[src/rtl/adder_sum_accumulator_if.sv]
// Bus bundle between the upstream adder and the sum accumulator.
// The master side drives the run request, the sums and acc_ready. The slave side returns the total.
interface adder_sum_accumulator_if #(
  parameter int ADDER_WIDTH = 5,
  parameter int ACC_WIDTH   = 16,
  parameter int COUNT_WIDTH = 8
);
  logic                   start;
  logic [COUNT_WIDTH-1:0] num_terms;
  logic [ADDER_WIDTH:0]   sum_in;
  logic                   sum_valid;
  logic [ACC_WIDTH-1:0]   acc_out;
  logic                   acc_valid;
  logic                   acc_ready;
  logic                   busy;
  logic                   overflow;

  modport master (
    output start, num_terms, sum_in, sum_valid, acc_ready,
    input  acc_out, acc_valid, busy, overflow
  );

  modport slave (
    input  start, num_terms, sum_in, sum_valid, acc_ready,
    output acc_out, acc_valid, busy, overflow
  );
endinterface

[src/rtl/adder_sum_accumulator.sv]
// Accumulates a run of num_terms adder sums into a wider register.
// The total is presented with a valid/ready handshake, and a sticky flag records any wrap during the run.
module adder_sum_accumulator #(
  parameter int ADDER_WIDTH = 5,
  parameter int ACC_WIDTH   = 16,
  parameter int COUNT_WIDTH = 8
) (
  input  logic                    clk,
  input  logic                    rst_n,
  adder_sum_accumulator_if.slave  bus
);

  localparam logic [1:0] ST_IDLE  = 2'd0;
  localparam logic [1:0] ST_ACCUM = 2'd1;
  localparam logic [1:0] ST_DONE  = 2'd2;

  logic [1:0]             state_r,     state_s;
  logic [COUNT_WIDTH-1:0] remaining_r, remaining_s;
  logic [ACC_WIDTH-1:0]   acc_r,       acc_s;
  logic                   acc_valid_r, acc_valid_s;
  logic                   busy_r,      busy_s;
  logic                   overflow_r,  overflow_s;
  logic [ACC_WIDTH:0]     wide_sum_s;

  // The extra top bit of the result is the carry out of the accumulator.
  function automatic logic [ACC_WIDTH:0] add_term(input logic [ACC_WIDTH-1:0] acc,
                                                  input logic [ADDER_WIDTH:0]  term);
    add_term = {1'b0, acc} + (ACC_WIDTH+1)'(term);
  endfunction

  // Next-state and next-output logic for the IDLE/ACCUM/DONE sequencer
  always_comb begin
    state_s     = state_r;
    remaining_s = remaining_r;
    acc_s       = acc_r;
    acc_valid_s = acc_valid_r;
    busy_s      = busy_r;
    overflow_s  = overflow_r;
    wide_sum_s  = add_term(acc_r, bus.sum_in);
    case (state_r)
      ST_IDLE: begin
        if (bus.start) begin
          acc_s      = {ACC_WIDTH{1'b0}};
          overflow_s = 1'b0;
          busy_s     = 1'b1;
          if (bus.num_terms != {COUNT_WIDTH{1'b0}}) begin
            remaining_s = bus.num_terms;
            state_s     = ST_ACCUM;
          end else begin
            acc_valid_s = 1'b1;
            state_s     = ST_DONE;
          end
        end else begin
          state_s = ST_IDLE;
        end
      end
      ST_ACCUM: begin
        if (bus.sum_valid) begin
          acc_s       = wide_sum_s[ACC_WIDTH-1:0];
          overflow_s  = overflow_r | wide_sum_s[ACC_WIDTH];
          remaining_s = remaining_r - COUNT_WIDTH'(1);
          if (remaining_r == COUNT_WIDTH'(1)) begin
            acc_valid_s = 1'b1;
            state_s     = ST_DONE;
          end else begin
            state_s = ST_ACCUM;
          end
        end else begin
          state_s = ST_ACCUM;
        end
      end
      ST_DONE: begin
        // acc_out and overflow deliberately survive the handshake until the next start
        if (bus.acc_ready) begin
          acc_valid_s = 1'b0;
          busy_s      = 1'b0;
          state_s     = ST_IDLE;
        end else begin
          state_s = ST_DONE;
        end
      end
      default: begin
        state_s     = ST_IDLE;
        acc_valid_s = 1'b0;
        busy_s      = 1'b0;
      end
    endcase
  end

  // State and output registers
  always_ff @(posedge clk or negedge rst_n) begin
    if (!rst_n) begin
      state_r     <= ST_IDLE;
      remaining_r <= {COUNT_WIDTH{1'b0}};
      acc_r       <= {ACC_WIDTH{1'b0}};
      acc_valid_r <= 1'b0;
      busy_r      <= 1'b0;
      overflow_r  <= 1'b0;
    end else begin
      state_r     <= state_s;
      remaining_r <= remaining_s;
      acc_r       <= acc_s;
      acc_valid_r <= acc_valid_s;
      busy_r      <= busy_s;
      overflow_r  <= overflow_s;
    end
  end

  assign bus.acc_out   = acc_r;
  assign bus.acc_valid = acc_valid_r;
  assign bus.busy      = busy_r;
  assign bus.overflow  = overflow_r;

endmodule
[src/flat_wrapper.sv]
// flat-port wrapper written by rule: the top's interface ports become plain ports
module adder_sum_accumulator_flat 
#(
  parameter int ADDER_WIDTH = 5,
  parameter int ACC_WIDTH   = 16,
  parameter int COUNT_WIDTH = 8
)
  (clk, rst_n, bus_start, bus_num_terms, bus_sum_in, bus_sum_valid, bus_acc_ready, bus_acc_out, bus_acc_valid, bus_busy, bus_overflow);
  adder_sum_accumulator_if #(.ADDER_WIDTH(ADDER_WIDTH), .ACC_WIDTH(ACC_WIDTH), .COUNT_WIDTH(COUNT_WIDTH)) bus_i ();
  input  logic clk;
  input  logic rst_n;
  input wire logic [$bits(bus_i.start)-1:0] bus_start;
  input wire logic [$bits(bus_i.num_terms)-1:0] bus_num_terms;
  input wire logic [$bits(bus_i.sum_in)-1:0] bus_sum_in;
  input wire logic [$bits(bus_i.sum_valid)-1:0] bus_sum_valid;
  input wire logic [$bits(bus_i.acc_ready)-1:0] bus_acc_ready;
  output wire logic [$bits(bus_i.acc_out)-1:0] bus_acc_out;
  output wire logic [$bits(bus_i.acc_valid)-1:0] bus_acc_valid;
  output wire logic [$bits(bus_i.busy)-1:0] bus_busy;
  output wire logic [$bits(bus_i.overflow)-1:0] bus_overflow;
  assign bus_i.start = bus_start;
  assign bus_i.num_terms = bus_num_terms;
  assign bus_i.sum_in = bus_sum_in;
  assign bus_i.sum_valid = bus_sum_valid;
  assign bus_i.acc_ready = bus_acc_ready;
  assign bus_acc_out = bus_i.acc_out;
  assign bus_acc_valid = bus_i.acc_valid;
  assign bus_busy = bus_i.busy;
  assign bus_overflow = bus_i.overflow;
  adder_sum_accumulator #(.ADDER_WIDTH(ADDER_WIDTH), .ACC_WIDTH(ACC_WIDTH), .COUNT_WIDTH(COUNT_WIDTH)) u_core (.clk(clk), .rst_n(rst_n), .bus(bus_i));
endmodule
[config.mk]
export PLATFORM = sky130hd
export DESIGN_NAME = adder_sum_accumulator_flat
export DESIGN_NICKNAME = d
export VERILOG_FILES = /design/src/rtl/adder_sum_accumulator_if.sv /design/src/rtl/adder_sum_accumulator.sv /design/src/flat_wrapper.sv
export SDC_FILE = /design/constraint.sdc
export NUM_CORES = 1
export LEC_CHECK = 0
export BUFFER_PORTS_ARGS = -buffer_cell sky130_fd_sc_hd__buf_2
export CELL_PAD_IN_SITES_DETAIL_PLACEMENT = 1
export CELL_PAD_IN_SITES_GLOBAL_PLACEMENT = 1
export CORE_UTILIZATION = 44
export DETAILED_ROUTE_END_ITERATION = 10
export PLACE_DENSITY_LB_ADDON = 0.1
export SLEW_MARGIN = 25
export SYNTH_ARGS = -nofsm -noshare
export SYNTH_HDL_FRONTEND = slang
export SYNTH_SLANG_ARGS = --single-unit
export TNS_END_PERCENT = 30
[constraint.sdc]
create_clock -name clk -period 3.45 [get_ports clk]
set_input_delay 0.5175 -clock clk [delete_from_list [all_inputs] [get_ports clk]]
set_output_delay 0.5175 -clock clk [all_outputs]
set_load 0.03 [all_outputs]
==> results by group, run 1 <==
Clock tree
  • CTS clk-pin slew, worst paths: 0.06 ns
  • CTS Buf Count: 5
  • Root buf cell: clkbuf_8
  • Clock Path Buffers: 2
  • Worst skew pair latency: 0.28 ns
  • H-tree Lvls: 2
  • Post-CTS setup buffers: 0
  • Sink Count: 29
  • Post-cts hold buffer count: 0
  • Post-CTS sizing: 0
  • CTS tree: yes

Global routing
  • First-pass GRT wire length: 7.941 mm
  • Tot GR Track Use: 0.2448
  • Vias in the first global route: 1,707
  • Initial antenna violation count: 0
  • Largest net degree at the start of global routing: 30
  • GRT overflow: 0

Timing
  • Final setup fails: 0
  • Skew final: 0.002313 ns
  • Setup tns final: 0 ns
  • Final Hold Vio Count: 0
  • Final hold slack: 0.2785 ns
  • Slew Limit Fails: 0
  • Worst Slack Setup Final: 1.162 ns
  • Unrepaired setup endpoints after global routing: no
  • Worst rel slew slack: 0.5378
  • Period Utilization, post-route: 0.6631
  • Final min period: 2.288 ns
  • Fmax: 437.1 MHz
  • Least-Margin Pin Slew: 0.6932 ns

Min path
  • Hold Crit Class: in2async

Power and ir drop
  • Pwr Density: 812.5 mW/mm²
  • Peak VDD IR: 328.1 µV
  • Total Power: 1.699 mW
  • Leak: 0.9639 nW

Place
  • Number of port buffers: 37
  • GPL Wtd Cong: 0.7878
  • Area after DPL: 0.002004 mm²
  • Final HPWL DP: 3.487 mm
  • DP Worst Slack: 0.9559 ns
  • Dpl cells: 273

Status
  • Status: completed

Critical path
  • CP max-delay cell: dfrtp_1
  • Critical path class: reg2reg
  • Reg2reg end: u_core.bus.acc_out[14]
  • R2r setup slk: 1.16 ns
  • Bufs and invs on worst path: 1
  • Reg2reg start: u_core.bus.acc_out[0]
  • Crit end category: flop
  • R2R depth: 8
  • Crit-path cells: ha_1 -> inv_1 -> fa_1 -> nor2b_1 -> o211a_1 -> o2111ai_2 -> or3_1 -> a21oi_1
  • Worst setup SP type: flop
  • Critical Path AT: 2.49 ns
  • Max incr delay on CP: 0.38 ns
  • Critical Path RT: 3.65 ns
  • Delay-heaviest family, CP: simple AND/OR/NAND/NOR gates
  • Crit Path Max Fanout: 8

Layout
  • Finished Layout Cells: 280
  • Fin nets: 260
  • Layout area overhead: 18.01%
  • End-of-flow core utilization: 0.5544
  • N_diodes: 0
  • Post-Layout Inst Area: 0.002091 mm²
  • Share of layout cells above drive strength 1: 0.2284

Floorplanning
  • Die Wd: 65.46 µm
  • Row count: 22
  • # IOs: 38
  • Height of the die: 65.46 µm
  • Die area: 0.004284 mm²
  • Core area: 0.003771 mm²
  • Initial core utilization: 0.4698

Logic synthesis
  • Number of distinct library cells after synthesis: 47
  • Post-synth EDFFs: 0
  • Mapped Area: 0.001772 mm²
  • Synth cell count leaders: dfrtp_1, nand2_1, o21ai_0
  • Syn. warnings: 0
  • Seq/Total Area, Yosys: 0.4096
  • Post-synth ARST share: 1.000
  • Area leader, netlist: dfrtp_1
  • Most common cell in the synthesized netlist: dfrtp_1
  • Syn nets: 220
  • Ys flop type: dfrtp_1
  • Area contributors post-synth: dfrtp_1, ha_1, o21ai_0
  • Mean Syn Cell Area: 9.228 µm²
  • Synth top area share: 0.4096
  • Seq cells post-synth: 29
  • Syn Inst Count: 192

Routing
  • Vias: 1,645
  • Routed len/inst: 16.40 µm
  • Number of remaining DRC errors: 0
  • Total wire length: 4.591 mm
  • Pre-antenna DRT Iters: 4
  • DRT antenna net count: 0
  • First-iteration detailed-routing DRC count: 84
  • Via density per instance: 5.875

Run
  • Max_cap viols: 0
[sequential cells by signal (all words and copies together), names as in the netlist]
name,flops
u_core.remaining_r,8
u_core.bus.busy,1
u_core.bus.acc_out,16
u_core.bus.acc_valid,1
u_core.bus.overflow,1
u_core.state_r,2
[layout make-up]
| class | instances | area [µm²] |
|---|---|---|
| fill | 465 | 1680 |
| multi-input combinational | 149 | 988.4 |
| clock buffer | 7 | 86.33 |
| sequential | 29 | 725.7 |
| timing repair buffer | 39 | 200.2 |
| tap | 48 | 60.06 |
| inverter | 8 | 30.03 |
[worst register-to-register path: stages, from the launching register on]
cell and delay, ns:
dfrtp_1 0.38, ha_1 0.21, inv_1 0.07, fa_1 0.38, nor2b_1 0.23, o211a_1 0.20
o2111ai_2 0.22, or3_1 0.37, a21oi_1 0.16
[metal layers]
| metal | track usage | vias up | wire (µm) | part of all wire |
|---|---|---|---|---|
| met3 | 0.05208 | 5 | 174 | 0.038 |
| met4 | 0.08152 | 0 | 61 | 0.013 |
| met5 | 0 | - | 0 | 0 |
| met1 | 0.3070 | 818 | 2096 | 0.46 |
| met2 | 0.4149 | 35 | 2258 | 0.49 |
| li1 | - | 787 | - | - |
[cell usage in the layout, fill, tap and decap left out, types with 2 or more instances in the layout]
cell type,n
a21oi_1,16
a22oi_1,2
a32o_1,3
and3_1,2
buf_2,37
buf_4,2
clkbuf_8,6
dfrtp_1,29
ha_1,8
inv_1,8
nand2_1,18
nand2b_1,2
nand3_1,9
nor2_1,15
nor2b_1,3
nor4_1,2
o211ai_1,7
o21ai_0,18
o22ai_1,3
or2_2,2
or3_1,8
or4_1,3
xnor2_1,3
xor2_1,2
[report_power, final]
group | internal (mW) | total (mW) | leakage [nW] | switching, mW
sequential | 0.452 | 0.571 | 0.362 | 0.119
combinational | 0.320 | 0.843 | 0.558 | 0.523
clock | 0.158 | 0.284 | 0.0443 | 0.126
total | 0.930 | 1.70 | 0.964 | 0.769
[logic make-up after synthesis]
kind of cell | synth area share
AO/OA/AOI/OAI | 0.2444
XOR/XNOR | 0.02472
adder cells (fa/ha/maj) | 0.06780
buffers and inverters | 0.03248
flip-flops | 0.4096
multiplexers | 0.01412
AND/OR/NAND/NOR | 0.2069
[how the worst max path moves through the flow]
stage | startpoint | to | cells past startpoint | slack, ns
2_1_floorplan | u_core.bus.acc_out[0] | u_core.bus.acc_out[12] | 8 | 1.22
3_3_place_gp | bus_sum_in[0] | u_core.bus.acc_out[8] | 9 | 1.11
3_5_place_dp | bus_sum_in[0] | u_core.bus.acc_out[14] | 9 | 0.96
4_1_cts | u_core.bus.acc_out[0] | u_core.bus.acc_out[14] | 8 | 1.16
5_1_grt | u_core.bus.acc_out[0] | u_core.bus.acc_out[14] | 8 | 1.03
6_report | u_core.bus.acc_out[0] | u_core.bus.acc_out[14] | 8 | 1.16
No activity file was read; power rests on OpenSTA's default activity.
==> run 2, diff against run 1 <==
- CORE_UTILIZATION: 44 -> 41
- clock period: 3.45 -> 2.25 ns (I/O delays scaled with it)
==> run 2 against run 1 <==
Compared with the run above: setup slack lost 1.0 ns; critical path depth is the same; utilization decreased by 2.8 points; clock power increased by 53%; register-to-register slack got worse by 1.0 ns; routed wire length up 11%; clock-buffer cell count did not move; worst hold slack worse by 0.19 ns; flip-flop and latch count unchanged; clock skew rose by 0.0034 ns; critical path type unchanged; largest power group unchanged; highest routed layer unchanged.
==> results by group, run 2 (synthesis results as in run 1) <==
Status
  • Status: completed

Routing
  • DRT antenna net count: 0 (unchanged)
  • Routed len/inst: 17.72 µm (+8.1%)
  • Via density per instance: 5.885 (+0.17%)
  • Vias: 1,689 (+2.7%)
  • Number of remaining DRC errors: 0 (unchanged)
  • Pre-antenna DRT Iters: 4 (unchanged)
  • First-iteration detailed-routing DRC count: 69 (-18%)
  • Total wire length: 5.085 mm (+11%)

Layout
  • End-of-flow core utilization: 0.5260 (-0.02839)
  • Share of layout cells above drive strength 1: 0.2574 (+0.02894)
  • Fin nets: 265 (+1.9%)
  • Most common cell after layout, fill and taps aside: buf_2
  • Most frequent cells in the layout: buf_2, dfrtp_1, nand2_1, o21ai_0, a21oi_1
  • N_diodes: 0 (unchanged)
  • Filler cells: 502 (+8.0%)
  • Layout area overhead: 21.33%
  • Largest register FFs: 16 (unchanged)

Clock tree
  • Sink Count: 29 (unchanged)
  • Worst skew pair latency: 0.28 ns (about the same)
  • Root buf cell: clkbuf_8
  • Clock Path Buffers: 2 (unchanged)
  • H-tree Lvls: 2 (unchanged)
  • CTS tree: yes
  • CTS Buf Count: 5 (unchanged)
  • Post-cts hold buffer count: 0 (unchanged)
  • CTS clk-pin slew, worst paths: 0.06 ns (about the same)

Global routing
  • Tot GR Track Use: 0.2526 (+0.007757)
  • Vias in the first global route: 1,798 (+5.3%)
  • Initial antenna violation count: 0 (unchanged)
  • First-pass GRT wire length: 8.369 mm (+5.4%)
  • GRT overflow: 0 (unchanged)
  • Largest net degree at the start of global routing: 30 (unchanged)

Floorplanning
  • Core area: 0.004086 mm² (+8.4%)
  • Row count: 23 (+4.5%)
  • Initial core utilization: 0.4336 (-0.03625)
  • Die Wd: 67.74 µm (+3.5%)
  • Die area: 0.004588 mm² (+7.1%)
  • Height of the die: 67.74 µm (+3.5%)
  • # IOs: 38 (unchanged)

Power and ir drop
  • Total Power: 2.724 mW (+60%)
  • Leak: 0.9878 nW (+2.5%)
  • Peak VDD IR: 430.4 µV (+31%)
  • Pwr Density: 1267 mW/mm² (+56%)

Critical path
  • Crit Path Max Fanout: 8 (unchanged)
  • Critical Path AT: 2.32 ns (-0.17 ns)
  • Critical path class: reg2reg
  • R2R depth: 8 (unchanged)
  • Worst setup SP type: flop
  • Crit end category: flop
  • Critical Path RT: 2.45 ns (-1.20 ns)

Run
  • Max_cap viols: 0 (unchanged)

Timing
  • Slew Limit Fails: 0 (unchanged)
  • Final Hold Vio Count: 0 (unchanged)
  • Least-Margin Pin Slew: 0.6725 ns (-0.02074 ns)
  • Skew final: 0.005726 ns (+0.003413 ns)
  • Period Utilization, post-route: 0.9411 (+0.2780)
  • Final min period: 2.118 ns (-0.1703 ns)
  • Fmax: 472.3 MHz (+8.0%)
  • Final setup fails: 0 (unchanged)
  • Worst rel slew slack: 0.5517 (+0.01383)

Min path
  • Hold Crit Class: in2async

Place
  • GPL Wtd Cong: 0.8165 (+3.6%)
  • Final HPWL DP: 3.702 mm (+6.2%)
  • Number of port buffers: 37 (unchanged)
## run 2: through the flow
stage	instances	hold slack (ns)	setup TNS (ns)	area, µm²	worst slack, ns
finish	287	0.08796	0	2150	0.1325
global route	287	0.1414	-0.008333	2150	-0.008333
CTS	285	0.1075	0	2116	0.08321
detailed placement	278	0.4105	0	2029	0.04310
global placement	278	0.4132	0	2029	0.1582
floorplan	192	0.04191	0	1772	0.01788
## run 2: power breakdown
group | total [mW] | internal (mW) | switching (mW)
combinational | 1.41 | 0.542 | 0.871
clock | 0.434 | 0.242 | 0.192
sequential | 0.877 | 0.694 | 0.183
total | 2.72 | 1.48 | 1.25
## run 2: worst max-delay path, stage by stage, from the launching register on
cell and delay (ns):
dfrtp_1 0.35, ha_2 0.20, inv_1 0.07, fa_2 0.35
nor2b_2 0.13, o211a_1 0.21, o2111ai_4 0.18, or3_1 0.39
a21oi_1 0.15
## run 2: path summary, 6_finish.rpt
path,from,slack (ns),endpoint
max in group asynchronous,rst_n,1.72,u_core.bus.busy
worst min register to register,u_core.bus.overflow,0.48,u_core.bus.overflow
min in group clk,bus_num_terms[0],0.34,u_core.remaining_r[0]
worst max register to register,u_core.bus.acc_out[0],0.13,u_core.bus.acc_out[8]
worst min-delay path,rst_n,0.09,u_core.remaining_r[5]
worst max-delay path,u_core.bus.acc_out[0],0.13,u_core.bus.acc_out[8]
## run 2: final cells by class
| cell class | count | area [µm²] | share of cell area |
|---|---|---|---|
| repair buffers | 44 | 237.7 | 0.1106 |
| clock buffers | 7 | 86.33 | 0.04016 |
| flip-flops and latches | 29 | 725.7 | 0.3376 |
| inverters | 8 | 30.03 | 0.01397 |
| well taps | 50 | 62.56 | 0.02910 |
| multi-input cells | 149 | 1007 | 0.4686 |
## run 2: timing repair
item	in CTS	in global routing
gates resized for setup	0	4
buffers inserted	0	2
endpoints found under the setup margin	0	4
## run 2: routing by layer
layer,track usage,share of wire,wire length [µm]
met4,0.08777,0.015,76
met3,0.05068,0.048,246
met1,0.2963,0.42,2142
met2,0.4505,0.52,2619
met5,0,0,0
